File: src/rtl/dpram_port_arbiter_pkg.sv
// Shared definitions for the DPRAM port-1 arbiter: default geometry, FSM
// state encoding and owner encoding.
package dpram_arb_pkg;

  localparam int DEF_ADDR_W = 7;
  localparam int DEF_DATA_W = 18;

  typedef enum logic [1:0] {
    S_CLEAR = 2'd0,
    S_IDLE  = 2'd1,
    S_ISSUE = 2'd2,
    S_CAPT  = 2'd3
  } state_e;

  localparam logic OWN_A = 1'b0;
  localparam logic OWN_B = 1'b1;

endpackage

File: src/rtl/dpram_port_arbiter_if.sv
// Client-side bundle of the arbiter: two independent req/ack requesters.
// The master modport is the client view, the slave modport the arbiter view.
interface dpram_port_arbiter_if
  import dpram_arb_pkg::*;
#(
  parameter int ADDR_W = DEF_ADDR_W,
  parameter int DATA_W = DEF_DATA_W
);

  logic              req_a;
  logic              we_a;
  logic [ADDR_W-1:0] addr_a;
  logic [DATA_W-1:0] wdata_a;
  logic              ack_a;
  logic [DATA_W-1:0] rdata_a;

  logic              req_b;
  logic              we_b;
  logic [ADDR_W-1:0] addr_b;
  logic [DATA_W-1:0] wdata_b;
  logic              ack_b;
  logic [DATA_W-1:0] rdata_b;

  modport master (
    output req_a, we_a, addr_a, wdata_a,
    output req_b, we_b, addr_b, wdata_b,
    input  ack_a, rdata_a,
    input  ack_b, rdata_b
  );

  modport slave (
    input  req_a, we_a, addr_a, wdata_a,
    input  req_b, we_b, addr_b, wdata_b,
    output ack_a, rdata_a,
    output ack_b, rdata_b
  );

endinterface

File: src/rtl/dpram_port_arbiter_rr_arbiter2.sv
// Two-way round-robin grant: a lone eligible requester wins outright, a tie
// goes to whichever requester was not granted last.
module rr_arbiter2
  import dpram_arb_pkg::*;
(
  input  logic eligible_a,
  input  logic eligible_b,
  input  logic last_grant,
  output logic grant_a,
  output logic grant_b
);

  always_comb begin
    grant_a = eligible_a && (!eligible_b || (last_grant == OWN_B));
    grant_b = eligible_b && (!eligible_a || (last_grant == OWN_A));
  end

endmodule

File: src/rtl/dpram_port_arbiter.sv
// Shares DPRAM port 1 between requesters A and B with a round-robin req/ack
// handshake, optionally zero-filling the RAM after reset.
module dpram_port_arbiter
  import dpram_arb_pkg::*;
#(
  parameter int ADDR_W         = DEF_ADDR_W,
  parameter int DATA_W         = DEF_DATA_W,
  parameter bit CLEAR_ON_RESET = 1'b1
)(
  input  logic                 clock,
  input  logic                 reset,
  dpram_port_arbiter_if.slave  cli,
  output logic [ADDR_W-1:0]    ram_addr,
  output logic                 ram_we,
  output logic [DATA_W-1:0]    ram_wdata,
  input  logic [DATA_W-1:0]    ram_rdata,
  output logic                 init_done
);

  state_e            state_q,      state_d;
  logic [ADDR_W:0]   cnt_q,        cnt_d;
  logic              owner_q,      owner_d;
  logic              last_grant_q, last_grant_d;
  logic [ADDR_W-1:0] ram_addr_q,   ram_addr_d;
  logic              ram_we_q,     ram_we_d;
  logic [DATA_W-1:0] ram_wdata_q,  ram_wdata_d;
  logic              ack_a_q,      ack_a_d;
  logic              ack_b_q,      ack_b_d;
  logic [DATA_W-1:0] rdata_a_q,    rdata_a_d;
  logic [DATA_W-1:0] rdata_b_q,    rdata_b_d;
  logic              init_done_q,  init_done_d;

  logic eligible_a, eligible_b;
  logic grant_a, grant_b;

  // A requester is masked during its own ack cycle so a held req is not re-served.
  assign eligible_a = cli.req_a && !ack_a_q;
  assign eligible_b = cli.req_b && !ack_b_q;

  rr_arbiter2 u_rr (
    .eligible_a (eligible_a),
    .eligible_b (eligible_b),
    .last_grant (last_grant_q),
    .grant_a    (grant_a),
    .grant_b    (grant_b)
  );

  always_ff @(posedge clock) begin
    if (reset) begin
      if (CLEAR_ON_RESET) state_q <= S_CLEAR;
      else                state_q <= S_IDLE;
      cnt_q        <= '0;
      owner_q      <= OWN_A;
      last_grant_q <= OWN_B;
      ram_addr_q   <= '0;
      ram_we_q     <= 1'b0;
      ram_wdata_q  <= '0;
      ack_a_q      <= 1'b0;
      ack_b_q      <= 1'b0;
      rdata_a_q    <= '0;
      rdata_b_q    <= '0;
      init_done_q  <= !CLEAR_ON_RESET;
    end else begin
      state_q      <= state_d;
      cnt_q        <= cnt_d;
      owner_q      <= owner_d;
      last_grant_q <= last_grant_d;
      ram_addr_q   <= ram_addr_d;
      ram_we_q     <= ram_we_d;
      ram_wdata_q  <= ram_wdata_d;
      ack_a_q      <= ack_a_d;
      ack_b_q      <= ack_b_d;
      rdata_a_q    <= rdata_a_d;
      rdata_b_q    <= rdata_b_d;
      init_done_q  <= init_done_d;
    end
  end

  always_comb begin
    state_d      = state_q;
    cnt_d        = cnt_q;
    owner_d      = owner_q;
    last_grant_d = last_grant_q;
    ram_addr_d   = ram_addr_q;
    ram_we_d     = 1'b0;
    ram_wdata_d  = ram_wdata_q;
    ack_a_d      = 1'b0;
    ack_b_d      = 1'b0;
    rdata_a_d    = rdata_a_q;
    rdata_b_d    = rdata_b_q;
    init_done_d  = init_done_q;

    case (state_q)
      // The extra counter bit marks the cycle after the last address has been issued.
      S_CLEAR: begin
        if (!cnt_q[ADDR_W]) begin
          ram_we_d    = 1'b1;
          ram_addr_d  = cnt_q[ADDR_W-1:0];
          ram_wdata_d = '0;
          cnt_d       = cnt_q + 1'b1;
        end else begin
          init_done_d = 1'b1;
          state_d     = S_IDLE;
        end
      end
      S_IDLE: begin
        if (grant_a) begin
          owner_d      = OWN_A;
          last_grant_d = OWN_A;
          ram_addr_d   = cli.addr_a;
          ram_we_d     = cli.we_a;
          ram_wdata_d  = cli.wdata_a;
          state_d      = S_ISSUE;
        end else if (grant_b) begin
          owner_d      = OWN_B;
          last_grant_d = OWN_B;
          ram_addr_d   = cli.addr_b;
          ram_we_d     = cli.we_b;
          ram_wdata_d  = cli.wdata_b;
          state_d      = S_ISSUE;
        end
      end
      S_ISSUE: begin
        state_d = S_CAPT;
      end
      S_CAPT: begin
        if (owner_q == OWN_A) begin
          ack_a_d   = 1'b1;
          rdata_a_d = ram_rdata;
        end else begin
          ack_b_d   = 1'b1;
          rdata_b_d = ram_rdata;
        end
        state_d = S_IDLE;
      end
      default: begin
        state_d = S_IDLE;
      end
    endcase
  end

  assign ram_addr    = ram_addr_q;
  assign ram_we      = ram_we_q;
  assign ram_wdata   = ram_wdata_q;
  assign init_done   = init_done_q;
  assign cli.ack_a   = ack_a_q;
  assign cli.ack_b   = ack_b_q;
  assign cli.rdata_a = rdata_a_q;
  assign cli.rdata_b = rdata_b_q;

endmodule

File: src/flat_wrapper.sv
// flat-port wrapper written by rule: the top's interface ports become plain ports
module dpram_port_arbiter_flat import dpram_arb_pkg::*;
#(
  parameter int ADDR_W         = DEF_ADDR_W,
  parameter int DATA_W         = DEF_DATA_W,
  parameter bit CLEAR_ON_RESET = 1'b1
)
  (clock, reset, ram_addr, ram_we, ram_wdata, ram_rdata, init_done, cli_req_a, cli_we_a, cli_addr_a, cli_wdata_a, cli_req_b, cli_we_b, cli_addr_b, cli_wdata_b, cli_ack_a, cli_rdata_a, cli_ack_b, cli_rdata_b);
  dpram_port_arbiter_if #(.ADDR_W(ADDR_W), .DATA_W(DATA_W)) cli_i ();
  input  logic clock;
  input  logic reset;
  output logic [ADDR_W-1:0] ram_addr;
  output logic ram_we;
  output logic [DATA_W-1:0] ram_wdata;
  input  logic [DATA_W-1:0] ram_rdata;
  output logic init_done;
  input wire logic [$bits(cli_i.req_a)-1:0] cli_req_a;
  input wire logic [$bits(cli_i.we_a)-1:0] cli_we_a;
  input wire logic [$bits(cli_i.addr_a)-1:0] cli_addr_a;
  input wire logic [$bits(cli_i.wdata_a)-1:0] cli_wdata_a;
  input wire logic [$bits(cli_i.req_b)-1:0] cli_req_b;
  input wire logic [$bits(cli_i.we_b)-1:0] cli_we_b;
  input wire logic [$bits(cli_i.addr_b)-1:0] cli_addr_b;
  input wire logic [$bits(cli_i.wdata_b)-1:0] cli_wdata_b;
  output wire logic [$bits(cli_i.ack_a)-1:0] cli_ack_a;
  output wire logic [$bits(cli_i.rdata_a)-1:0] cli_rdata_a;
  output wire logic [$bits(cli_i.ack_b)-1:0] cli_ack_b;
  output wire logic [$bits(cli_i.rdata_b)-1:0] cli_rdata_b;
  assign cli_i.req_a = cli_req_a;
  assign cli_i.we_a = cli_we_a;
  assign cli_i.addr_a = cli_addr_a;
  assign cli_i.wdata_a = cli_wdata_a;
  assign cli_i.req_b = cli_req_b;
  assign cli_i.we_b = cli_we_b;
  assign cli_i.addr_b = cli_addr_b;
  assign cli_i.wdata_b = cli_wdata_b;
  assign cli_ack_a = cli_i.ack_a;
  assign cli_rdata_a = cli_i.rdata_a;
  assign cli_ack_b = cli_i.ack_b;
  assign cli_rdata_b = cli_i.rdata_b;
  dpram_port_arbiter #(.ADDR_W(ADDR_W), .DATA_W(DATA_W), .CLEAR_ON_RESET(CLEAR_ON_RESET)) u_core (.clock(clock), .reset(reset), .cli(cli_i), .ram_addr(ram_addr), .ram_we(ram_we), .ram_wdata(ram_wdata), .ram_rdata(ram_rdata), .init_done(init_done));
endmodule
File: config.mk
export PLATFORM = sky130hd
export DESIGN_NAME = dpram_port_arbiter_flat
export DESIGN_NICKNAME = d
export VERILOG_FILES = /design/src/rtl/dpram_port_arbiter_pkg.sv /design/src/rtl/dpram_port_arbiter_if.sv /design/src/rtl/dpram_port_arbiter_rr_arbiter2.sv /design/src/rtl/dpram_port_arbiter.sv /design/src/flat_wrapper.sv
export SDC_FILE = /design/constraint.sdc
export NUM_CORES = 1
export LEC_CHECK = 0
export ABC_AREA = 1
export CAP_MARGIN = 20
export CORE_MARGIN = 8
export CORE_UTILIZATION = 49
export CTS_BUF_LIST = sky130_fd_sc_hd__clkbuf_4
export DETAILED_ROUTE_END_ITERATION = 10
export PLACE_DENSITY = 0.94
export SKIP_CTS_REPAIR_TIMING = 1
export SLEW_MARGIN = 0
export SYNTH_ARGS = -nofsm -noshare
export SYNTH_HDL_FRONTEND = slang
export SYNTH_SLANG_ARGS = --single-unit
File: constraint.sdc
create_clock -name clock -period 3.2 [get_ports clock]
set_input_delay 0.64 -clock clock [delete_from_list [all_inputs] [get_ports clock]]
set_output_delay 0.64 -clock clock [all_outputs]
set_load 0.005 [all_outputs]
==> impl_metrics.csv, run 1 <==
group,metric,value,unit
die,die_x,102,um
cts,max-clock-path-buffers,2,
timing,skew,15.4,ps
critical_path,critical_path.endpoint_type,"register",
timing,timing.hold.ws,475,ps
global_route,grt_start_max_net_pins,56,
drt,remaining_drc_errors,0,
critical_path,crit_path_max_fanout,20,
timing,relSlewSlack,58.7,%
power,cellLeakagePower,2.06,nW
yosys,postSynth.asyncResetShare,0,%
yosys,avgSynthCellArea,7.56,um^2
place,postPlaceCellArea,4930,um^2
job,maxCapViolCount,0,
drt,drt_pass1_iterations,5,
die,dieArea,10400,um^2
cts,cts_buffers,9,
drt,avgViaCountPerCell,5.10,
cts,clk_transition_reported_paths,130,ps
global_route,globalRoute.totalOverflow,0,
cells_and_area,ant_diodes,0,
yosys,synth_top_cell_by_area,"dfxtp_1",
yosys,synth_area_leaders,"dfxtp_1 (42%), nor2_1 (10%), nand2_1 (7.0%)",
timing,setup_repair_after_global_routing_missed_its_margin,"no",
cells_and_area,layout-drive-gt1-share,8.50,%
cells_and_area,area_growth,41.0,%
power,power.density,578,nW/um^2
drt,maxUsedRoutingLayer,"met4",
timing,worstMarginPinSlew,617,ps
yosys,dominant_combinational_cell_family_by_area_after_synthesis,"simple AND/OR/NAND/NOR gates",
cts,cts.sinks,77,
drt,final_antenna_net_count,0,
yosys,post_synth_most_frequent_cells,"nor2_1 (100), dfxtp_1 (77), nand2_1 (68), inv_1 (50), o21ai_0 (43)",
yosys,synth_nets,559,
critical_path,worst_ep_arrival,2360,ps
timing,max_clock_freq,0.490,GHz
global_route,grt_pass1_wl,17900,um
global_route,initial_antenna_violation_count,0,
yosys,yosys.cell_count.top_type,"nor2_1",
timing,hold_viol,0,
yosys,synth_cells,480,
timing,number_of_max_slew_violations_in_the_final_report,0,
yosys,synth_largest_type_area_fraction,42.5,%
yosys,number_of_flip_flops_and_latches_in_the_synthesized_netlist,77,
critical_path,reg2reg_from,"u_core.state_q[0]",
timing,final.setup.tns,0,ps
yosys,ys.warnings.count,0,
cells_and_area,num-fill-cells,551,
die,start_util,50.3,%
drt,wl_met2,5050,um
critical_path,required_time_worst_endpoint,3520,ps
drt,wl_met3,1350,um
drt,met1_length,4070,um
cts,clock_latency,410,ps
yosys,synth_edf_count,0,
die,design.core.area,7210,um^2
yosys,post_synth_num_cell_types,28,
hold_path,hold_path.class,"reg -> reg",
timing,finalSetupViolCount,0,
yosys,compound_gate_fraction_of_synth_area,11.7,%
drt,first_iter_violations,173,
cts,tritoncts,"yes",
yosys,synth.mux.area_fraction,0,%
drt,routed-via-count,3627,
drt,wirelength,10900,um
cts,cts-root-buf,"clkbuf_4",
global_route,via_count_of_the_first_global_routing_pass,3787,
cells_and_area,final_net_count,687,
critical_path,crit_path_from,"u_core.state_q[0]",
critical_path,crit_path_start_kind,"register",
cells_and_area,final_cell_area,5110,um^2
yosys,synthesis.area,3630,um^2
die,die_h,102,um
yosys,synth-adder-area-share,1.72,%
die,placement_rows,31,
yosys,post_synth_and_or_nand_nor_area_fraction,32.2,%
timing,post_route_minimum_period,2040,ps
power,worst_ir_drop_vdd,372,uV
place,place_congestion,0.889,
global_route,total_grt_usage,21.7,%
timing,post-route-period-util,63.8,%
hold_path,holdCritStartpoint,"u_core.ram_wdata[16]",
drt,route.detailed.wl_per_inst,15.3,um
yosys,ys_seq_area_share,42.5,%
run_status,run_status,"finished clean",
yosys,synth_flop_cell,"dfxtp_1",
place,portBuffers,138,
yosys,synth-xor-area-share,0,%
place,hpwl,8090,um
die,boundaryPins,139,
critical_path,crit_type,"reg -> reg",
cts,ctsHtreeMaxLevel,3,
==> critical path, stage by stage, from the launching register on <==
cell and delay (ps):
dfxtp_1 360, ha_1 230, nand2_1 440, clkinv_1 580
nor2_1 280, nor2_1 70
==> cells in the final DEF, fill, tap and decap left out, types with 2 or more instances in the layout <==
master	netlist	routed
clkdlybuf4s50_1	0	138
nor2_1	100	100
dfxtp_1	77	77
nand2_1	68	68
inv_1	50	50
o21ai_0	43	43
nand3b_1	25	25
nand3_1	24	24
a21oi_1	23	23
nand3_2	10	10
a21oi_2	10	10
clkbuf_4	0	9
nand2_2	6	6
ha_1	5	5
inv_2	3	3
clkinv_1	3	3
bufinv_16	0	3
buf_4	1	3
nand2_4	2	2
nand4_1	2	2
clkinv_4	0	2
==> power by group <==
group          internal [mW]  switching, mW  leakage, nW  total (mW)
Combinational          0.472          0.554         1.34        1.03
Clock                  0.393          0.344       0.0960       0.737
Sequential              1.11         0.0852        0.625        1.19
==> through the flow <==
stage | std cells | power, mW | worst slack (ps) | utilization, %
finish | 711 | 2.96 | 1160 | 70.9
global route | 711 | 3.16 | 864 | 70.9
CTS | 711 | 2.97 | 1130 | 70.9
detailed placement | 696 | 2.23 | 856 | 68.4
global placement | 696 | 2.19 | 943 | 68.4
floorplan | 480 | 1.85 | 1810 | -
==> cell families (layout without fill, tap and decap cells) <==
logic type / Yosys count / count (layout)
and+or+nand+nor: 241 / 241
DFF: 77 / 77
adders and majority gates: 5 / 5
AOI/OAI and AO/OA: 77 / 77
buffers and inverters: 80 / 212
==> cell type report <==
class	instances	area, um^2	area share [%]
multi-input combinational	323	1660	32.4
sequential	77	1540	30.1
timing repair buffer	141	1400	27.4
inverter	56	210	4.11
tap	99	124	2.42
clock inverter	6	113	2.20
clock buffer	9	67.6	1.32
==> per-layer routing <==
layer,GRT usage [%],vias to the layer above
met5,0,-
met4,11.7,0
met3,9.81,32
met2,35.3,170
met1,23.1,1648
li1,-,1777
==> registers in the layout, summed over array words and instances (netlist names) <==
name and cells:
u_core.cli.ack_a 1, u_core.cli.ack_b 1, u_core.cli.rdata_a 18, u_core.cli.rdata_b 18, u_core.cnt_q 8, u_core.init_done 1
u_core.last_grant_q 1, u_core.owner_q 1, u_core.ram_addr 7, u_core.ram_wdata 18, u_core.ram_we 1, u_core.state_q 2
==> path summary, 6_finish.rpt <==
kind	end	slack [ps]	cells past startpoint
min reg2reg	u_core.ram_wdata[16]	480	2
min	u_core.ram_wdata[16]	480	2
max	u_core.cli.rdata_b[7]	1160	5
max reg2reg	u_core.cli.rdata_b[7]	1160	5
Power figures use the tool's default switching activity.
==> run 2, diff against run 1 <==
--- a/config.mk
+++ b/config.mk
@@ -8,10 +8,10 @@
 export ABC_AREA = 1
 export CAP_MARGIN = 20
 export CORE_MARGIN = 8
-export CORE_UTILIZATION = 49
+export CORE_UTILIZATION = 45
 export CTS_BUF_LIST = sky130_fd_sc_hd__clkbuf_4
 export DETAILED_ROUTE_END_ITERATION = 10
-export PLACE_DENSITY = 0.94
+export PLACE_DENSITY = 0.88
 export SKIP_CTS_REPAIR_TIMING = 1
 export SLEW_MARGIN = 0
 export SYNTH_ARGS = -nofsm -noshare
==> constraint.sdc (replaced) <==
create_clock -name clock -period 2.1 [get_ports clock]
set_input_delay 0.42 -clock clock [delete_from_list [all_inputs] [get_ports clock]]
set_output_delay 0.42 -clock clock [all_outputs]
set_load 0.005 [all_outputs]
==> impl_metrics.csv, run 2 (same netlist as run 1, synthesis figures left out) <==
group,metric,value,unit
timing,number_of_max_slew_violations_in_the_final_report,0,
cells_and_area,multi_input_area,1660,um^2
hold_path,hold_path.class,"reg -> reg",
critical_path,crit_path_cell_trace,"clkdlybuf4s50_1",
cells_and_area,ant_diodes,0,
drt,wirelength,10300,um
cts,clk_transition_reported_paths,130,ps
timing,hold_viol,0,
cts,cts_buffers,9,
power,intPower,2.93,mW
power,power.sequential.fraction,41.1,%
timing,skew,17.0,ps
global_route,globalRouteMet3Util,10.4,%
power,cellLeakagePower,2.07,nW
critical_path,worst_ep_arrival,1330,ps
critical_path,crit_path_max_fanout,2,
place,place_congestion,0.800,
cells_and_area,final_net_count,694,
power,clkPwrFrac,22.4,%
timing,post-route-period-util,83.4,%
power,comb_power_share,36.4,%
critical_path,crit_path_top_delay_cell,"clkdlybuf4s50_1",
drt,first_iter_violations,128,
critical_path,critical-path-top-delay-family,"buffers and inverters",
die,die_x,106,um
critical_path,required_time_worst_endpoint,1680,ps
global_route,total_grt_usage,18.5,%
drt,drt_pass1_iterations,4,
cells_and_area,area_growth,42.2,%
cts,max-clock-path-buffers,2,
cts,cts-root-buf,"clkbuf_4",
timing,worstMarginPinSlew,479,ps
cts,tritoncts,"yes",
drt,final_antenna_net_count,0,
critical_path,critical_path.endpoint_type,"output port",
global_route,initial_antenna_violation_count,0,
global_route,via_count_of_the_first_global_routing_pass,3678,
drt,avgViaCountPerCell,4.93,
power,power.density,855,nW/um^2
power,worst_ir_drop_vdd,544,uV
cts,cts.sinks,77,
power,power.net_switching,1.49,mW
die,placement_rows,32,
power,switching_share,33.7,%
critical_path,crit_path_start_kind,"register",
die,start_util,46.7,%
critical_path,timing.critical_path.buf_inv,1,
critical_path,cp_slowest_stage_delay,550,ps
critical_path,crit_type,"reg -> out",
timing,relSlewSlack,67.9,%
global_route,global_route_track_usage_on_met2,28.3,%
cells_and_area,most_common_library_cell_in_the_layout_ignoring_fill_and_taps,"clkdlybuf4s50_1",
timing,setup_repair_after_global_routing_missed_its_margin,"no",
cells_and_area,seq_area,1540,um^2
place,hpwl,7780,um
global_route,grt_pass1_wl,17300,um
cells_and_area,num-fill-cells,635,
drt,route.detailed.wl_per_inst,14.3,um
timing,post_route_minimum_period,1750,ps
cts,clock_latency,420,ps
run_status,run_status,"finished clean",
global_route,grt_start_max_net_pins,56,
timing,final.setup.tns,0,ps
cts,ctsHtreeMaxLevel,3,
cells_and_area,commonest_cells_after_routing_fill_and_taps_aside,"clkdlybuf4s50_1 (138), nor2_1 (100), dfxtp_1 (77)",
global_route,gr-max-usage-layer,"met2",
place,portBuffers,138,
die,dieArea,11200,um^2
die,die_h,106,um
die,boundaryPins,139,
drt,routed-via-count,3562,
cells_and_area,final_core_utilization,66.4,%
timing,finalSetupViolCount,0,
drt,remaining_drc_errors,0,
job,maxCapViolCount,0,
timing,max_clock_freq,0.571,GHz
global_route,globalRoute.totalOverflow,0,
global_route,grt_util_met1,21.2,%
cells_and_area,layout-drive-gt1-share,9.35,%
die,design.core.area,7770,um^2
## run 2: cell types whose count changed in the layout (fill, tap and decap cells not counted), sizes merged
cell,delta
buf,+7
clkinvlp,+3
clkinv,-1
bufinv,-1
## run 2: area by class of cell
class	instances	area share [%]
tap	102	2.47
inverter	56	4.07
multi-input combinational	323	32.1
clock inverter	7	1.75
sequential	77	29.9
clock buffer	9	1.31
timing repair buffer	148	28.5
## run 2: power by group through the flow
| stage | logic, mW | registers (mW) | clock network, mW |
|---|---|---|---|
| detailed placement | 1.61 | 1.85 | 0 |
| CTS | 1.62 | 1.82 | 1.02 |
| global route | 1.80 | 1.84 | 1.08 |
| floorplan | 0.970 | 1.85 | 0 |
| finish | 1.61 | 1.82 | 0.990 |
| global placement | 1.55 | 1.84 | 0 |
## run 2: worst paths after layout
| check | start | endpoint | slack (ps) | depth (start not counted) |
|---|---|---|---|---|
| hold / removal | u_core.ram_wdata[16] | u_core.ram_wdata[16] | 480 | 2 |
| setup reg to reg | u_core.state_q[1] | u_core.cnt_q[6] | 420 | 9 |
| setup / recovery | u_core.cli.rdata_a[3] | cli_rdata_a[3] | 350 | 1 |
| hold reg to reg | u_core.ram_wdata[16] | u_core.ram_wdata[16] | 480 | 2 |
## run 2: layer usage
| metal | part of all wire (%) | vias up |
|---|---|---|
| met3 | 14 | 17 |
| met4 | 2.0 | 0 |
| li1 | - | 1791 |
| met1 | 42 | 1606 |
| met5 | 0 | - |
| met2 | 43 | 148 |
## run 2: through the flow
stage,worst slack [ps],hold WS [ps],instances,area (um^2),power (mW)
floorplan,712,443,480,3630,2.82
detailed placement,239,459,706,5000,3.45
finish,349,476,722,5160,4.41
CTS,331,477,722,5160,4.46
global placement,290,454,706,5000,3.39
global route,240,498,722,5160,4.72
==> run 3, diff against run 2 <==
==> constraint.sdc (replaced) <==
create_clock -name clock -period 1.8 [get_ports clock]
set_input_delay 0.36 -clock clock [delete_from_list [all_inputs] [get_ports clock]]
set_output_delay 0.36 -clock clock [all_outputs]
set_load 0.005 [all_outputs]
==> impl_metrics.csv, run 3 (same netlist as run 1, synthesis figures left out) <==
group,metric,value,unit
drt,first_iter_violations,113,
power,intPower,3.32,mW
global_route,gr-max-usage-layer,"met2",
timing,finalSetupViolCount,0,
power,clkPwrFrac,20.7,%
global_route,grt_util_met1,20.0,%
timing,skew,13.1,ps
cts,ctsHtreeMaxLevel,3,
power,power.sequential.fraction,42.0,%
critical_path,crit_path_cell_trace,"clkdlybuf4s50_1",
cts,max-clock-path-buffers,2,
critical_path,crit_path_top_delay_cell,"clkdlybuf4s50_1",
global_route,initial_antenna_violation_count,0,
cells_and_area,most_common_library_cell_in_the_layout_ignoring_fill_and_taps,"clkdlybuf4s50_1",
critical_path,required_time_worst_endpoint,1440,ps
die,die_x,106,um
drt,avgViaCountPerCell,4.96,
critical_path,timing.critical_path.buf_inv,1,
timing,max_clock_freq,0.582,GHz
power,power.net_switching,1.73,mW
hold_path,hold_path.class,"reg -> reg",
place,place_congestion,0.778,
power,worst_ir_drop_vdd,660,uV
job,maxCapViolCount,0,
power,power.density,980,nW/um^2
global_route,grt_pass1_wl,16900,um
cts,clock_latency,420,ps
cells_and_area,area_growth,42.1,%
timing,setup_repair_after_global_routing_missed_its_margin,"no",
drt,drt_pass1_iterations,4,
cells_and_area,commonest_cells_after_routing_fill_and_taps_aside,"clkdlybuf4s50_1 (138), nor2_1 (99), dfxtp_1 (77)",
global_route,global_route_track_usage_on_met2,28.3,%
global_route,grt_start_max_net_pins,56,
cts,cts.sinks,77,
die,boundaryPins,139,
drt,remaining_drc_errors,0,
drt,wirelength,10300,um
place,portBuffers,138,
global_route,total_grt_usage,18.1,%
die,dieArea,11200,um^2
place,hpwl,7670,um
drt,routed-via-count,3581,
timing,final.setup.tns,0,ps
die,design.core.area,7770,um^2
drt,final_antenna_net_count,0,
cells_and_area,final_core_utilization,66.4,%
critical_path,crit_path_start_kind,"register",
cells_and_area,final_net_count,694,
critical_path,critical-path-top-delay-family,"buffers and inverters",
global_route,via_count_of_the_first_global_routing_pass,3622,
critical_path,cp_slowest_stage_delay,550,ps
critical_path,critical_path.endpoint_type,"output port",
timing,worstMarginPinSlew,521,ps
timing,post-route-period-util,95.5,%
critical_path,worst_ep_arrival,1360,ps
cts,cts-root-buf,"clkbuf_4",
critical_path,crit_path_max_fanout,2,
die,placement_rows,32,
cts,cts_buffers,9,
cts,tritoncts,"yes",
timing,number_of_max_slew_violations_in_the_final_report,0,
global_route,globalRoute.totalOverflow,0,
run_status,run_status,"finished clean",
drt,route.detailed.wl_per_inst,14.3,um
die,die_h,106,um
power,comb_power_share,37.3,%
cells_and_area,num-fill-cells,632,
power,cellLeakagePower,2.08,nW
die,start_util,46.7,%
timing,post_route_minimum_period,1720,ps
cts,clk_transition_reported_paths,120,ps
cells_and_area,layout-drive-gt1-share,9.68,%
power,switching_share,34.2,%
timing,hold_viol,0,
cells_and_area,ant_diodes,0,
timing,relSlewSlack,65.1,%
critical_path,crit_type,"reg -> out",
global_route,globalRouteMet3Util,10.7,%
[run 3: final cells by class]
class	count	area (um^2)	share of cell area, %
sequential	77	1540	29.9
multi-input combinational	323	1660	32.2
inverter	56	210	4.08
clock buffer	10	75.1	1.46
timing repair buffer	148	1480	28.7
tap	102	128	2.48
clock inverter	6	62.6	1.21
[run 3: final timing paths]
path | startpoint | to | slack (ps) | depth (start not counted)
min | u_core.ram_wdata[16] | u_core.ram_wdata[16] | 470 | 2
max reg2reg | u_core.state_q[0] | u_core.cli.rdata_a[15] | 190 | 6
min reg2reg | u_core.ram_wdata[16] | u_core.ram_wdata[16] | 470 | 2
max | u_core.cli.ack_b | cli_ack_b | 80 | 1
[run 3: through the flow]
stage | total power [mW] | worst slack (ps) | instance area [um^2] | std cells | hold slack, ps
final | 5.05 | 80.4 | 5160 | 722 | 471
after global routing | 5.39 | 17.6 | 5160 | 722 | 491
after CTS | 5.09 | 61.8 | 5150 | 722 | 472
after detailed placement | 4.03 | 21.7 | 5020 | 706 | 454
after global placement | 3.97 | 65.8 | 5020 | 706 | 456
after floorplan | 3.28 | 412 | 3630 | 480 | 429
[run 3: routing by layer]
layer  wire length, um  vias up
met1              4350     1623
li1                  -     1791
met4               217        0
met2              4400      150
met3              1370       17
met5                 0        -
[run 3: power by group through the flow]
stage / Clock, mW / Combinational, mW / Sequential [mW]
floorplan: 0 / 1.13 / 2.15
global placement: 0 / 1.83 / 2.14
detailed placement: 0 / 1.88 / 2.16
CTS: 1.08 / 1.89 / 2.12
global route: 1.14 / 2.10 / 2.16
finish: 1.05 / 1.88 / 2.12
